`config.mk`:
```
export PLATFORM = sky130hd
export DESIGN_NAME = uart_rx
export DESIGN_NICKNAME = d
export VERILOG_FILES = /design/src/rtl/uart_rx.sv
export SDC_FILE = /design/constraint.sdc
export NUM_CORES = 1
export LEC_CHECK = 0
export ABC_AREA = 0
export BUFFER_PORTS_ARGS = -buffer_cell sky130_fd_sc_hd__clkbuf_2
export CORE_MARGIN = 4
export CORE_UTILIZATION = 30
export CTS_BUF_LIST = sky130_fd_sc_hd__clkbuf_8 sky130_fd_sc_hd__clkbuf_16
export DETAILED_ROUTE_END_ITERATION = 7
export SLEW_MARGIN = 20
export SYNTH_ARGS = -nofsm -noshare
export SYNTH_HDL_FRONTEND = slang
export SYNTH_SLANG_ARGS = --single-unit
```
`constraint.sdc`:
```
create_clock -name clk -period 1.6 [get_ports clk]
set_input_delay 0.16 -clock clk [delete_from_list [all_inputs] [get_ports clk]]
set_output_delay 0.16 -clock clk [all_outputs]
set_load 0.02 [all_outputs]
```
`src/rtl/uart_rx.sv`:
```
// uart_rx: 8N1 serial receiver with a per-bit oversampling counter,
// a one-byte output buffer and sticky framing/overrun flags.
module uart_rx #(
    parameter int CLKS_PER_BIT = 868
) (
    input  logic       clk,
    input  logic       rstd,
    input  logic       rxd,
    input  logic       rx_rd,
    output logic [7:0] rx_data,
    output logic       rx_valid,
    output logic       overrun,
    output logic       frame_err,
    output logic       busy
);
    localparam int CW = $clog2(CLKS_PER_BIT);
    localparam logic [CW-1:0] HALF = CW'(CLKS_PER_BIT / 2 - 1);
    localparam logic [CW-1:0] FULL = CW'(CLKS_PER_BIT - 1);

    typedef enum logic [2:0] {IDLE, START, DATA, STOP, WAIT_HI} state_t;

    state_t state, state_n;
    logic s1, rxs;
    logic [CW-1:0] clk_cnt;
    logic [2:0] bit_cnt;
    logic [7:0] shift;
    logic accept, accept_n, clr_cnt, sample, to_data, ferr_set, counting;

    assign busy = (state != IDLE);
    assign counting = (state == START) || (state == DATA) || (state == STOP);

    always_comb begin
        state_n  = state;
        clr_cnt  = 1'b0;
        sample   = 1'b0;
        to_data  = 1'b0;
        accept_n = 1'b0;
        ferr_set = 1'b0;
        case (state)
            IDLE: begin
                clr_cnt = !rxs;
                state_n = rxs ? IDLE : START;
            end
            START: if (clk_cnt == HALF) begin
                clr_cnt = 1'b1;
                to_data = !rxs;
                state_n = rxs ? IDLE : DATA;
            end
            DATA: if (clk_cnt == FULL) begin
                clr_cnt = 1'b1;
                sample  = 1'b1;
                state_n = (bit_cnt == 3'd7) ? STOP : DATA;
            end
            STOP: if (clk_cnt == FULL) begin
                clr_cnt  = 1'b1;
                accept_n = rxs;
                ferr_set = !rxs;
                state_n  = rxs ? IDLE : WAIT_HI;
            end
            WAIT_HI: state_n = rxs ? IDLE : WAIT_HI;
            default: state_n = IDLE;
        endcase
    end

    always_ff @(posedge clk) begin
        if (!rstd) begin
            s1        <= 1'b1;
            rxs       <= 1'b1;
            state     <= IDLE;
            clk_cnt   <= '0;
            bit_cnt   <= '0;
            shift     <= '0;
            accept    <= 1'b0;
            rx_data   <= '0;
            rx_valid  <= 1'b0;
            overrun   <= 1'b0;
            frame_err <= 1'b0;
        end else begin
            s1      <= rxd;
            rxs     <= s1;
            state   <= state_n;
            clk_cnt <= clr_cnt ? '0 : (counting ? clk_cnt + 1'b1 : clk_cnt);
            bit_cnt <= to_data ? 3'd0 : (sample ? bit_cnt + 3'd1 : bit_cnt);
            if (sample)
                shift[bit_cnt] <= rxs;
            accept <= accept_n;
            // A read in the load cycle frees the buffer, so the new byte wins
            if (accept && (!rx_valid || rx_rd))
                rx_data <= shift;
            rx_valid  <= accept ? 1'b1 : (rx_rd ? 1'b0 : rx_valid);
            overrun   <= (accept && rx_valid && !rx_rd) || (overrun && !rx_rd);
            frame_err <= ferr_set || (frame_err && !rx_rd);
        end
    end
endmodule

```
==> qor.txt <==
Post-synthesis register bit count = 38
Area fraction in compound gates after synthesis = 14.3%
Register area = 764 µm²
Multi-input logic area = 971 µm²
Number of buffers inserted for hold repair after clock tree synthesis = 0
Part of the total power dissipated in combinational logic = 5.7%
Vias in the first global route = 1,335
Worst reg2reg path startpoint = clk_cnt[0]
Mapped cell area = 1740 µm²
Headroom to the max-slew limit = 74.9%
Library cell used as clock root buffer = clkbuf_8
Clock Sink Count = 38
Vias after detailed routing = 1,426
Largest net degree at the start of global routing = 17
Filler Cell Count = 582
Mux share of post-synthesis cell area = 4.60%
Xor-xnor portion of the synthesized cell area = 4.53%
RD Place Congestion = 0.798
Fraction of registers with async set/reset = 0%
Worst Hold Margin = 0.0534 ns
Flop-to-flop setup slack = 0.08 ns
Share of Yosys cell area claimed by the top area cell type = 43.7%
Largest driver fanout on the critical path = 5
Total Nets Final = 226
Final setup skew = 0.00371 ns
Via-per-instance ratio = 4.90
Final number of hold-violating endpoints = 0
Number of max-capacitance violations reported = 0
Wire length of the first global-routing pass = 6150 µm
Static leakage = 0.911 nW
Overall Global Routing Usage = 10.7%
Outcome = finished, final reports clean
Inserted Clock Buffers = 5
Most frequent standard cell in the layout excluding fill and tap cells = dfxtp_1
Worst setup path start = clk_cnt[0]
Number of placement rows = 27
RSZ-0062 raised after global routing = no
Number of max-slew violations in the final report = 0
Ratio of final minimum period to clock period = 94.7%
TritonCTS clock tree = done
Post-place setup slack = -0.00414 ns
Sequential Power Share = 55.2%
Critical Path Source Type = flop
Cell count after synthesis = 181
Actual slew at the worst max-slew pin = 0.377 ns
FMAX = 0.660 GHz
Non-filler cells, final = 291
Htree depth = 2
Die Outline Area = 7090 µm²
Post-synth cell types = 46
Total internal power = 1.34 mW
Flip-flop cell with the highest count after synthesis = dfxtp_1
Total detailed-routing wirelength = 3530 µm
Post-synthesis area per instance = 9.62 µm²
Wirelength per Cell = 12.1 µm
Die Span X = 84.2 µm
Number of DRC markers in iteration 0 = 46
Initial DRT Pass Iterations = 4
Post-DP HPWL = 2640 µm
Adder-cell share of the synthesized area = 2.87%
Die H = 84.2 µm
Worst-skew pair later-pin latency = 0.29 ns
Required time of the critical path = 1.76 ns
PortBufs = 15
Time the worst path needs with I/O delays and setup = 1.52 ns
Nets in the synthesized netlist = 189
Class of the most critical hold timing path = in2reg
Top-level port count = 16
Portion of the post-synthesis area used by sequential elements = 43.7%
R2R cell count = 6
Count of flip-flops with a built-in enable after synthesis = 0
Area share of and/or/nand/nor cells after synthesis = 25.9%
Core Region = 5570 µm²
Final Setup Violations = 0
Final Worst Setup Slack = 0.0842 ns
Sort of element at the end of the critical path = flop
Clock edge transition at the registers on the reported setup and hold paths = 0.08 ns
GRT Residual Overflow = 0
Largest family of logic cells by synthesized area = simple AND/OR/NAND/NOR gates
Starting density of the core = 31.2%
Cell count after placement = 282
Share of post-route cells with drive strength above 1 = 31.1%
Total net switching power = 408 µW
Worst r2r dst = state[1]
Max VDD drop = 0.453 mV
Area grow syn2layout = 25.8%
Dominant cell type by area after synthesis = dfxtp_1
Initial antenna violation count = 0
Clock share of power = 39.1%
Worst path arrival time = 1.68 ns
Antenna Diode Count = 0
Last element of the critical path = state[1]
Commonest cells after routing, fill and taps aside = dfxtp_1 (35), nor2_1 (22), buf_4 (21)
Remaining design rule violation count = 0
Worst-case clock buffer depth = 2
Power per cell area = 799 nW/µm²
Switching Fraction = 23.3%
Kind of critical path = reg2reg
Warnings, synthesis = 0
Remaining antenna violation count = 0
Leading post-synthesis cells by cell area = dfxtp_1 (44%), nor2_1 (4.7%), mux2i_1 (4.6%)
## layer usage
layer	vias up	global-route usage, %	routed length (µm)
li1	741	-	-
met1	662	13.3	1690
met2	18	17.2	1650
met3	5	3.34	144
met4	0	3.95	42
met5	-	0	0
## through the flow
stage | util, % | area (µm²) | setup TNS, ns | power [mW]
final | 39.3 | 2190 | 0 | 1.75
after global routing | 39.3 | 2190 | 0 | 1.85
after detailed placement | 36.2 | 2020 | -0.00414 | 1.08
after floorplan | - | 1740 | 0 | 1.05
after CTS | 37.9 | 2110 | 0 | 1.78
after global placement | 36.2 | 2020 | 0 | 1.08
## registers in the layout, indices dropped and copies added, names as in the netlist
| register | count |
|---|---|
| rx_valid | 1 |
| frame_err | 1 |
| rx_data | 8 |
| shift | 8 |
| state | 3 |
| rxs | 1 |
| clk_cnt | 10 |
| overrun | 1 |
| accept | 1 |
| bit_cnt | 3 |
| s1 | 1 |
## power groups by stage
stage | Combinational (mW) | Clock (mW) | Sequential (mW)
detailed placement | 0.0977 | 0 | 0.986
global route | 0.112 | 0.769 | 0.967
floorplan | 0.0677 | 0 | 0.983
CTS | 0.0978 | 0.714 | 0.964
finish | 0.0999 | 0.684 | 0.966
global placement | 0.0964 | 0 | 0.986
## worst max-delay path: stages, from the launching register on
cell	delay, ns
dfxtp_2	0.33
ha_2	0.17
and4bb_4	0.29
buf_4	0.13
nand4_1	0.18
a22oi_2	0.23
nor4_1	0.06
## area by class of cell
class	count	area share (%)
Timing Repair Buffer	38	11.7
Inverter	4	0.685
Clock inverter	2	0.571
Tap cell	72	4.11
Multi-Input combinational cell	131	44.3
Sequential cell	38	34.9
Clock buffer	6	3.77
## logic make-up after synthesis
logic type               Yosys count
AO/OA/AOI/OAI                     34
XOR/XNOR                           9
adder cells (fa/ha/maj)            4
buffers and inverters             12
flip-flops                        38
multiplexers                       8
AND/OR/NAND/NOR                   76
## cell usage after synthesis, drive strengths merged, types with 2 or more instances
cell,number
o211ai,6
o21ai,2
nor3,6
xor2,5
dfxtp,38
nor4,4
a21oi,6
buf,3
inv,4
nand2b,6
nand2,9
o31ai,6
nor2b,2
ha,4
nand3,5
nand4,10
mux2i,8
xnor2,4
nor2,22
nor3b,3
clkbuf,4
and4bb,2
a31oi,2
o311ai,2
o41ai,2
## how the worst min path moves through the flow
stage / from / to / slack, ns / depth (start not counted)
6_report: rxd / s1 / 0.05 / 2
5_1_grt: rxd / s1 / 0.06 / 2
4_1_cts: rxd / s1 / 0.04 / 2
3_5_place_dp: rxd / s1 / 0.35 / 2
3_3_place_gp: rxd / s1 / 0.35 / 2
2_1_floorplan: rstd / rxs / 0.23 / 1
## timing repair
item,4_1_cts,5_1_grt
setup endpoints to repair,1,13
cloned,0,0
setup buffers,0,1
pin swaps,0,1
resized for setup,1,15
Power figures use the tool's default switching activity.
